## src/rtl/aa_ss_req_assembler.sv

```systemverilog
// Turns tuser-coded AXI-Stream beats into single-cycle typed request records
// (two-beat write, one-beat read, read-return), dropping and counting malformed beats.
module aa_ss_req_assembler #(
  parameter int ADDR_W = 15,
  parameter int ERR_W  = 8
) (
  input  logic              clk,
  input  logic              rst_n,
  input  logic              clear,
  input  logic              s_tvalid,
  output logic              s_tready,
  input  logic [31:0]       s_tdata,
  input  logic [3:0]        s_tstrb,
  input  logic [1:0]        s_tuser,
  input  logic              s_tlast,
  output logic              req_vld,
  input  logic              req_rdy,
  output logic [1:0]        req_typ,
  output logic [ADDR_W-1:0] req_addr,
  output logic [31:0]       req_data,
  output logic [3:0]        req_strb,
  output logic [ERR_W-1:0]  err_cnt
);

  typedef enum logic {
    IDLE,
    WR_DATA
  } state_t;

  localparam logic [1:0] TU_WR = 2'b01;
  localparam logic [1:0] TU_RD = 2'b10;
  localparam logic [1:0] TU_RR = 2'b11;

  state_t            state_q, state_d;
  logic [ADDR_W-1:0] addr_hold_q;

  logic              needs_slot;
  logic              accept;
  logic              complete;
  logic              drop;
  logic              capture_addr;
  logic [1:0]        rec_typ;
  logic [ADDR_W-1:0] rec_addr;
  logic [31:0]       rec_data;
  logic [3:0]        rec_strb;

  // A WR_DATA beat always waits for the output slot, even if it turns out malformed;
  // kept outside the decode block so ready never depends on its own acceptance.
  assign needs_slot = (state_q == WR_DATA) | (s_tuser[1] & s_tlast);
  assign s_tready   = rst_n & (clear | ~needs_slot | ~req_vld | req_rdy);
  assign accept     = s_tvalid & s_tready;

  always_comb begin
    // NOTE: every signal gets a default first so no path leaves it unassigned (no latches).
    state_d      = state_q;
    complete     = 1'b0;
    drop         = 1'b0;
    capture_addr = 1'b0;
    rec_typ      = '0;
    rec_addr     = '0;
    rec_data     = '0;
    rec_strb     = '0;

    unique case (state_q)
      IDLE: begin
        if (accept) begin
          if (s_tuser == TU_WR && !s_tlast) begin
            capture_addr = 1'b1;
            state_d      = WR_DATA;
          end else if (s_tuser == TU_RD && s_tlast) begin
            complete = 1'b1;
            rec_typ  = TU_RD;
            rec_addr = s_tdata[ADDR_W-1:0];
            rec_strb = 4'hF;
          end else if (s_tuser == TU_RR && s_tlast) begin
            complete = 1'b1;
            rec_typ  = TU_RR;
            rec_data = s_tdata;
            rec_strb = 4'hF;
          end else begin
            drop = 1'b1;
          end
        end
      end

      WR_DATA: begin
        if (accept) begin
          state_d = IDLE;
          if (s_tuser == TU_WR && s_tlast) begin
            complete = 1'b1;
            rec_typ  = TU_WR;
            rec_addr = addr_hold_q;
            rec_data = s_tdata;
            rec_strb = s_tstrb;
          end else begin
            drop = 1'b1;
          end
        end
      end

      default: state_d = IDLE;
    endcase

    // The beat presented during clear is swallowed without effect.
    if (clear) begin
      state_d      = IDLE;
      complete     = 1'b0;
      drop         = 1'b0;
      capture_addr = 1'b0;
    end
  end

  always_ff @(posedge clk or negedge rst_n) begin
    // NOTE: sequential state uses non-blocking assignments so all registers update together.
    if (!rst_n) begin
      state_q <= IDLE;
    end else begin
      state_q <= state_d;
    end
  end

  always_ff @(posedge clk or negedge rst_n) begin
    // NOTE: the holding register is reset too; it is a single flop bank, not a memory array.
    if (!rst_n) begin
      addr_hold_q <= '0;
    end else if (capture_addr) begin
      addr_hold_q <= s_tdata[ADDR_W-1:0];
    end
  end

  // Load wins over retire, so a simultaneous handshake and completion keeps req_vld high.
  always_ff @(posedge clk or negedge rst_n) begin
    if (!rst_n) begin
      req_vld  <= 1'b0;
      req_typ  <= '0;
      req_addr <= '0;
      req_data <= '0;
      req_strb <= '0;
    end else if (clear) begin
      req_vld  <= 1'b0;
    end else if (complete) begin
      req_vld  <= 1'b1;
      req_typ  <= rec_typ;
      req_addr <= rec_addr;
      req_data <= rec_data;
      req_strb <= rec_strb;
    end else if (req_vld && req_rdy) begin
      req_vld  <= 1'b0;
    end
  end

  always_ff @(posedge clk or negedge rst_n) begin
    if (!rst_n) begin
      err_cnt <= '0;
    end else if (clear) begin
      err_cnt <= '0;
    end else if (drop && err_cnt != '1) begin
      err_cnt <= err_cnt + 1'b1;
    end
  end

endmodule

```

## config.mk

```make
export PLATFORM = sky130hd
export DESIGN_NAME = aa_ss_req_assembler
export DESIGN_NICKNAME = d
export VERILOG_FILES = /design/src/rtl/aa_ss_req_assembler.sv
export SDC_FILE = /design/constraint.sdc
export NUM_CORES = 1
export LEC_CHECK = 0
export ABC_AREA = 1
export BUFFER_PORTS_ARGS = -buffer_cell sky130_fd_sc_hd__buf_2
export CORE_UTILIZATION = 47
export CTS_CLUSTER_SIZE = 25
export DETAILED_ROUTE_END_ITERATION = 12
export GPL_ROUTABILITY_DRIVEN = 0
export PLACE_DENSITY = 0.81
export SETUP_SLACK_MARGIN = 0.1
export SYNTH_ARGS = -nofsm -noshare
export SYNTH_HDL_FRONTEND = slang
export SYNTH_SLANG_ARGS = --single-unit
```

## constraint.sdc

```tcl
create_clock -name clk -period 1.55 [get_ports clk]
set_clock_uncertainty 0.15 [all_clocks]
set_input_delay 0.2325 -clock clk [delete_from_list [all_inputs] [get_ports clk]]
set_output_delay 0.2325 -clock clk [all_outputs]
set_load 0.03 [all_outputs]
```

==> flow_summary.ini, run 1 <==
[sta]
fmax_ghz = 0.558
postLayoutSetupSlackWorst_ps = -242
setup_viol = 79
period_needed_ps = 1790
worst_pin_slew_ps = 696
period_share_pct = 116
max_slew_margin_pct = 53.6
hold_violations = 0
rsz0062_at_grt = yes
finalMaxSlewViolations = 0

[routing]
drt_iter0_drc = 344
vias_per_cell = 5.47
drc_errors = 0
firstDrtPassIters = 4
routedWlPerCell_um = 17.3
routed_wl_um = 13000
postRouteAntennaNets = 0
vias = 4120

[power]
p_per_area_mw_per_mm2 = 907
vdd_drop_max_mv = 0.598
power_mw = 5.46
leakage_nw = 3.28

[floorplan]
dieHeight_um = 91.3
core-area_mm2 = 0.00773
dieWidth_um = 91.3
start_util_pct = 48.5
die_area_mm2 = 0.00834
core.rowCount = 32
ios = 107

[final_layout]
drive_gt1_share_pct = 43.5
ff_latch_area_mm2 = 0.00196
fill_cells = 477
multi_input_area_mm2 = 0.00194
diodes = 0
area_growth_pct = 60.4
final_nets = 691

[worst_setup_path]
max_stage_delay_ps = 410
cp.required_ps = 1710
r2r_start = state_q
crit_path_end_kind = flop
crit_family = simple AND/OR/NAND/NOR gates
cp-start-kind = flop
rrSetupSlack_ps = -240
path_max_fanout = 16
critPathBufInv = 4
path_cells = inv_2 -> nand2_4 -> buf_6 -> nand3_4 -> nand4_1 -> nand2_4 -> buf_6 -> clkbuf_16 -> nand4_1 -> nand2_1
critPathKind = flop to flop
rr_endpoint = req_data[14]
cp.arrival_ps = 1950
reg2reg_depth = 10
critPathSlowestCell = dfrtp_2

[cts]
cts_made_buffers = 9
cts_tree = yes
clock_sinks = 78
clkLatencyLatePin_ps = 360
htree_num_levels = 3
cts_buffer_depth = 2
clk_pin_slew_worst_paths_ps = 90
root_buffer = clkbuf_8

[grt]
grt_pass1_vias = 3964
grt_usage_pct = 29.3
grt-ovfl-total = 0
grt_pass1_wl_um = 19000
antenna_found_initial = 0
grt_max_degree = 55

[job]
maxCapViolations = 0

[yosys]
syn_area_mm2 = 0.00375
synth.avg_cell_area_um2 = 8.05
seq_area_frac_synth_pct = 52.1
syn_inst = 466
netlist-cell-type-count = 26
yosys_warnings = 0
synth_seq_cells = 78
syn_nets = 511

[min_path]
hp-start = s_tuser[0]
holdPathEnd = req_typ[0]
hold_path_depth = 3
min_path_type = input port to flop

[placed_design]
port_buffers = 106
post-place-ws_ps = -85.0
place_hpwl_um = 6770

[run_status]
violations = setup timing
status = complete, but fails checks
## layout by cell type (no fill, tap or decap), types with 6 or more instances in the layout
cell type and count:
nand3_1 18, dfrtp_2 6, dfrtp_1 72, clkbuf_8 11, nor2_4 7, nor2_1 24
inv_1 31, nand2_4 21, nand2_1 123, nand2_2 43, buf_12 7, buf_4 24
buf_2 99, dlygate4sd3_1 38, nand4_1 48, buf_6 16, o21ai_2 12
## stage by stage
| step | area (um^2) | cells | util, % | TNS, ps | hold slack, ps |
|---|---|---|---|---|---|
| 2_1_floorplan | 3850 | 466 | - | -136 | -213 |
| 3_3_place_gp | 4660 | 682 | 60.3 | -406 | -69.4 |
| 3_5_place_dp | 4660 | 682 | 60.3 | -2090 | -67.7 |
| 4_1_cts | 5610 | 749 | 72.6 | -9840 | 43.2 |
| 5_1_grt | 6010 | 753 | 77.8 | -18870 | 50.9 |
| 6_report | 6010 | 753 | 77.8 | -13410 | 52.7 |
## power breakdown
part / leakage [nW] / internal (mW) / switching [mW]
logic: 2.16 / 0.507 / 0.844
registers: 1.02 / 2.28 / 0.193
clock network: 0.0992 / 0.839 / 0.797
total: 3.28 / 3.62 / 1.83
## flip-flops by register name, indices dropped and copies added, names as in the netlist
signal,cells
req_data,32
req_vld,1
req_typ,2
req_addr,15
state_q,1
addr_hold_q,15
req_strb,4
err_cnt,8
## worst max-delay path by stage
stage,from,endpoint,slack [ps],depth (start not counted)
2_1_floorplan,state_q,req_addr[10],-10,10
3_3_place_gp,s_tuser[1],req_data[31],-20,10
3_5_place_dp,state_q,req_addr[2],-90,9
4_1_cts,state_q,s_tready,-200,7
5_1_grt,state_q,req_data[14],-290,8
6_report,state_q,req_data[14],-240,10
## cell type report
type | count | share of cell area (%)
clock buffer | 12 | 2.58
clock inverter | 4 | 0.895
inverter | 38 | 2.50
multi-input combinational | 324 | 32.2
sequential | 78 | 32.6
tap | 102 | 2.12
timing repair buffer | 195 | 27.1
## synthesized netlist by cell type
master    count  share of area [%]
nor2_2        2               0.33
buf_4         3               0.60
xor2_1        5                1.2
inv_1        36                3.6
buf_6         6                1.8
buf_1         2               0.20
ha_1          1               0.33
nand3_1      22                2.9
nand3_2       3               0.80
dfrtp_1      78                 52
nand2_4       1               0.30
nor2_4        1               0.30
nand2_1     183                 18
nand2_2       4               0.67
nand4_2       1               0.33
buf_2         6               0.80
inv_2         2               0.20
a21oi_2       2               0.47
a21oi_1       1               0.13
o21ai_1      15                2.0
o31ai_1       1               0.20
nor3_1        3               0.40
clkbuf_1     10                1.0
o21ai_0       1               0.13
nor2_1       29                2.9
nand4_1      48                8.0
## worst reg2reg max path, cell delays in order, from the launching register on
cell and delay [ps]:
dfrtp_2 410, inv_2 80, nand2_4 60, buf_6 120, nand3_4 100, nand4_1 140, nand2_4 150, buf_6 140
clkbuf_16 180, nand4_1 110, nand2_1 100
## cell families (layout without fill, tap and decap cells)
| group | after synthesis | count (layout) | share of synthesized area, % |
|---|---|---|---|
| flip-flops | 78 | 78 | 52.1 |
| AO/OA/AOI/OAI | 20 | 20 | 2.94 |
| buffers and inverters | 65 | 249 | 8.21 |
| XOR/XNOR | 5 | 5 | 1.17 |
| AND/OR/NAND/NOR | 297 | 298 | 35.3 |
| adder cells (fa/ha/maj) | 1 | 1 | 0.334 |
## per-layer routing
metal | wire [um] | GRT usage, % | vias up | share of wire, %
met5 | 0 | 0 | - | 0
met4 | 505 | 12.3 | 0 | 3.9
met3 | 769 | 6.03 | 52 | 5.9
met2 | 6730 | 51.1 | 207 | 52
met1 | 5010 | 35.2 | 1991 | 38
li1 | - | - | 1870 | -
## repair_timing
item,CTS,global route
setup endpoints to repair,84,83
cloned,6,5
endpoints found under the hold margin,67,0
pin swaps,5,25
resized for setup,52,90
setup buffers,7,1
hold buffers,38,0
No activity file was read; power rests on OpenSTA's default activity.
==> run 2: changes to the inputs <==
- CAP_MARGIN: unset -> 20
- CTS_BUF_LIST: unset -> sky130_fd_sc_hd__clkbuf_16
==> run 2 against run 1 <==
Compared with the run above: the run ends with hold timing, setup timing left; critical path type is now flop to output port; sequential power hardly changed; worst setup slack better by 66 ps; final cell count shrank 4.9%; wire length down 11%; final area decreased by 9.1%; clock-buffer cell count decreased by 3; register-to-register slack improved by 80 ps; highest routed layer unchanged; core utilization decreased by 7.1 points; hold slack worse by 58 ps; critical endpoint is now s_tready; first-iteration DRC count is 30% lower; die area unchanged; global-route usage down 0.97 points.
==> flow_summary.ini, run 2 (synthesis gave the netlist of run 1 again) <==
[run_status]
status = complete, but fails checks
violations = hold timing, setup timing

[cts]
cts_buffer_depth = 2
cts_made_buffers = 9
htree_num_levels = 3
clkLatencyLatePin_ps = 340
clk_pin_slew_worst_paths_ps = 60
root_buffer = clkbuf_16
clock_sinks = 78
cts_tree = yes

[routing]
drc_errors = 0
vias_per_cell = 5.37
firstDrtPassIters = 4
routedWlPerCell_um = 16.2
vias = 3842
routed_wl_um = 11600
postRouteAntennaNets = 0
drt_iter0_drc = 241

[placed_design]
placed_cell_area_mm2 = 0.00466
post-place-ws_ps = -85.0
place_hpwl_um = 6770
port_buffers = 106

[sta]
period_share_pct = 111
worst_pin_slew_ps = 672
setup_viol = 77
period_needed_ps = 1730
setup_tns_ps = -5600
max_slew_margin_pct = 55.2
fmax_ghz = 0.579
finalMaxSlewViolations = 0
rsz0062_at_grt = yes
whs_ps = -5.71
postLayoutSetupSlackWorst_ps = -176
hold_violations = 18

[grt]
grt_pass1_wl_um = 18500
grt_busiest_layer = met2
met1_usage_pct = 33.3
grt_max_degree = 55
antenna_found_initial = 0
grt-ovfl-total = 0
grt_pass1_vias = 3842
gr-usage-met3_pct = 6.70
grt_usage_pct = 28.4
met2_usage_pct = 48.7

[power]
vdd_drop_max_mv = 0.550
p_per_area_mw_per_mm2 = 1050
leakage_nw = 3.07

[final_layout]
final_cell_mix = nand2_1 (160), buf_2 (100), dfrtp_1 (72)
post-route-util_pct = 70.8
fill_cells = 582
largest_registers = req_data (32), addr_hold_q (15), req_addr (15)
final_common_cell = nand2_1
stdcell_area_mm2 = 0.00547
final_nets = 654
area_growth_pct = 45.8
drive_gt1_share_pct = 39.4
largest_register = req_data
diodes = 0
largest_register_ffs = 32

[worst_setup_path]
crit_path_end_kind = output port
cp.required_ps = 1170
cp.arrival_ps = 1340
path_cells = inv_4 -> nand2_4 -> inv_4 -> nor2_4 -> nor2_4 -> buf_12 -> buf_8
rr_endpoint = req_addr[2]
path_max_fanout = 2
critPathSlowestCell = dfrtp_2
cp-start-kind = flop
max_stage_delay_ps = 420
reg2reg_depth = 11
rrSetupSlack_ps = -160
r2r_start = state_q
critPathKind = flop to output port

[floorplan]
start_util_pct = 48.5
ios = 107
dieWidth_um = 91.3
core.rowCount = 32
die_area_mm2 = 0.00834
core-area_mm2 = 0.00773
dieHeight_um = 91.3

[min_path]
min_path_type = input port to asynchronous set/reset pin

[job]
maxCapViolations = 0
==> run 2: cell count changes in the layout (fill, tap and decap cells not counted), sizes merged <==
cell         change
clkbuf           -8
dlygate4sd3     -32
buf              +1
inv              +1
nand2            -1
clkinv           +2
==> run 2: what timing repair did <==
| item | CTS | global route |
|---|---|---|
| gates resized for setup | 43 | 44 |
| setup endpoints to repair | 80 | 82 |
| buffers inserted | 8 | 1 |
| hold buffers | 6 | 0 |
| gates cloned | 3 | 0 |
| endpoints found under the hold margin | 29 | 0 |
| pin swaps | 7 | 8 |
==> run 2: report_power, final <==
group          switching, mW  internal (mW)
clock                  0.848           1.24
combinational          0.803          0.415
sequential             0.178           2.28
==> run 2: layout make-up <==
type / count / area, um^2 / share of cell area (%)
multi-input cells: 323 / 1800 / 32.9
inverters: 38 / 150 / 2.75
clock buffers: 9 / 225 / 4.12
flip-flops and latches: 78 / 1960 / 35.8
well taps: 102 / 128 / 2.33
clock inverters: 7 / 65.1 / 1.19
repair buffers: 159 / 1140 / 20.9
==> run 2: metrics by stage <==
step	total power [mW]	instances
6_report	5.76	716
5_1_grt	5.96	716
4_1_cts	5.66	715
2_1_floorplan	3.09	466
3_3_place_gp	3.48	682
3_5_place_dp	3.51	682
==> run 2: metal layers <==
| layer | wire length [um] | vias to the layer above |
|---|---|---|
| met4 | 431 | 0 |
| li1 | - | 1789 |
| met3 | 718 | 46 |
| met5 | 0 | - |
| met1 | 4460 | 1838 |
| met2 | 5950 | 169 |
==> run 2: how the worst max path moves through the flow <==
| stage | startpoint | end | slack, ps | depth (start not counted) |
|---|---|---|---|---|
| after floorplan | state_q | req_addr[10] | -10 | 10 |
| final | state_q | s_tready | -180 | 7 |
| after global routing | state_q | req_addr[2] | -230 | 11 |
| after CTS | state_q | s_tready | -180 | 7 |
| after detailed placement | state_q | req_addr[2] | -90 | 9 |
| after global placement | s_tuser[1] | req_data[31] | -20 | 10 |
==> run 2: critical path: cells and delay by family (launching register included) <==
| kind | cells | cell delay [ps] |
|---|---|---|
| buffers and inverters | 4 | 390 |
| flip-flops | 1 | 420 |
| AND/OR/NAND/NOR | 3 | 210 |
==> run 3: changes to the inputs <==
- ABC_AREA: 1 -> unset
- CAP_MARGIN: 20 -> unset
- CORE_UTILIZATION: 47 -> 46
==> run 3 against run 2 <==
Compared with the run above: critical endpoint is now err_cnt[7]; first-iteration DRC count decreased by 43%; the flow still finishes with violations (hold timing, setup timing); non-clock buffer count increased by 22; die area decreased by 7.2%; wire length decreased by 9.4%; synthesized cell count decreased by 27%; via count decreased by 12%; area after synthesis decreased by 9.3%; worst setup slack got worse by 160 ps; clock power about the same; global-route usage decreased by 2.0 points.
==> flow_summary.ini, run 3 <==
[cts]
clock_sinks = 78
clk_pin_slew_worst_paths_ps = 60
cts_tree = yes
cts_buffer_depth = 2
cts_made_buffers = 9
clkLatencyLatePin_ps = 340
root_buffer = clkbuf_16
htree_num_levels = 3

[sta]
worst_pin_slew_ps = 841
rsz0062_at_grt = yes
max_slew_margin_pct = 43.9
period_needed_ps = 1890
setup_viol = 78
whs_ps = -32.7
setup_tns_ps = -16720
finalMaxSlewViolations = 0
fmax_ghz = 0.530
period_share_pct = 122
hold_violations = 19
postLayoutSetupSlackWorst_ps = -335

[worst_setup_path]
cp.arrival_ps = 2000
r2r_start = state_q
reg2reg_depth = 5
path_cells = and3b_2 -> o21ai_4 -> nand4b_4 -> or3_1 -> a21oi_2
max_stage_delay_ps = 470
rr_endpoint = err_cnt[7]
cp.required_ps = 1660
critical_path.startpoint = state_q
cp-start-kind = flop
critPathKind = flop to flop
critPathSlowestCell = dfrtp_2
crit_path_end_kind = flop
path_max_fanout = 6
rrSetupSlack_ps = -340

[yosys]
netlist-cell-type-count = 40
synth.avg_cell_area_um2 = 9.94
syn_area_mm2 = 0.00340
synth_seq_cells = 78
synth_area_leaders = dfrtp_1 (57%), nand2_1 (9.6%), nand3_1 (5.3%), mux2_1 (3.3%), o21ai_0 (2.8%)
synth.largest_area_cell = dfrtp_1
yosys_warnings = 0
synthTopCellsByCount = nand2_1 (87), dfrtp_1 (78), nand3_1 (36)
seq_area_frac_synth_pct = 57.4
yosysTopAreaCellShare_pct = 57.4
synth-async-reset-ratio_pct = 100
ys.flop_type = dfrtp_1
synth_edf_count = 0
syn_nets = 387
syn_inst = 342
yosysMostFrequentCell = nand2_1

[grt]
grt_pass1_vias = 3211
grt_pass1_wl_um = 15400
grt-ovfl-total = 0
antenna_found_initial = 0
grt_usage_pct = 26.4
grt_max_degree = 69

[routing]
vias_per_cell = 5.50
vias = 3369
drt_iter0_drc = 137
routedWlPerCell_um = 17.1
routed_wl_um = 10500
firstDrtPassIters = 4
postRouteAntennaNets = 0
drc_errors = 0

[final_layout]
post-route-util_pct = 76.2
final_common_cell = buf_2
stdcell_area_mm2 = 0.00532
final_cells = 613
final_cell_mix = buf_2 (99), nand2_1 (81), dfrtp_1 (69)
largest_register = req_data
drive_gt1_share_pct = 46.4
final_nets = 557
area_growth_pct = 56.5
diodes = 0
largest_register_ffs = 32
largest_registers = req_data (32), addr_hold_q (15), req_addr (15)
fill_cells = 449

[power]
p_per_area_mw_per_mm2 = 1160
power_mw = 6.19
vdd_drop_max_mv = 0.816
leakage_nw = 2.61

[min_path]
min_path_type = input port to asynchronous set/reset pin

[floorplan]
dieHeight_um = 88.0
ios = 107
core-area_mm2 = 0.00698
core.rowCount = 30
die_area_mm2 = 0.00774
start_util_pct = 48.7
dieWidth_um = 88.0

[placed_design]
placed_cell_area_mm2 = 0.00433
place_inst = 561
place_hpwl_um = 5910
port_buffers = 106
post-place-ws_ps = -294

[run_status]
status = complete, but fails checks
violations = hold timing, setup timing

[job]
maxCapViolations = 0
[run 3: cell count changes after synthesis, moves of 5 or more]
cell and change:
nand4_1 -46, mux2_1 +10, nand2_1 -96, buf_6 -5, nand3_1 +14, mux2_2 +5
nor2_1 -9, or3_1 +6, inv_1 -35, a31oi_1 +15, o21ai_0 +18, buf_2 +5
o21ai_1 -12, a21oi_1 +7
[run 3: timing repair]
item / in CTS / in global routing
hold buffers: 21 / 0
pin swaps: 7 / 32
endpoints found under the hold margin: 30 / 0
cloned: 5 / 0
resized for setup: 30 / 54
setup endpoints to repair: 82 / 85
buffers inserted: 3 / 7
[run 3: logic make-up after synthesis]
logic type / after synthesis / synth area share, %
fa+ha+maj: 1 / 0.368
xor+xnor: 2 / 0.515
buf+inv: 24 / 3.38
simple gates: 168 / 23.7
compound gates: 52 / 9.05
flops: 78 / 57.4
mux: 17 / 5.56
[run 3: report_power, final]
group / internal, mW / total [mW] / switching [mW]
Clock: 1.25 / 2.11 / 0.863
Combinational: 0.545 / 1.54 / 0.990
Sequential: 2.37 / 2.54 / 0.174
[run 3: layer usage]
layer  wire, um  share of wire [%]  vias to the layer above  track usage, %
met3        707                6.7                       16            6.97
met2       5300                 51                      152            45.2
li1           -                  -                     1524               -
met4        179                1.7                        0            9.69
met5          0                  0                        -               0
met1       4290                 41                     1677            32.0
[run 3: layout make-up]
type | instances | area, um^2 | area share [%]
Clock buffer | 9 | 225 | 4.23
Clock inverter | 7 | 73.8 | 1.39
Inverter | 1 | 3.75 | 0.0705
Multi-Input combinational cell | 241 | 1590 | 29.9
Sequential cell | 78 | 1960 | 36.9
Tap cell | 96 | 120 | 2.26
Timing Repair Buffer | 181 | 1350 | 25.3
[run 3: worst max path at each step]
stage	to	slack (ps)	depth (start not counted)
final	err_cnt[7]	-340	5
after global routing	err_cnt[7]	-380	5
after CTS	err_cnt[6]	-250	5
after detailed placement	err_cnt[6]	-290	6
after global placement	err_cnt[1]	-220	6
after floorplan	addr_hold_q[10]	-280	5
[run 3: worst max-delay path, delay by kind of cell (launching register included)]
family          cells  cell delay, ps
flops               1             470
compound gates      2             360
simple gates        3             840
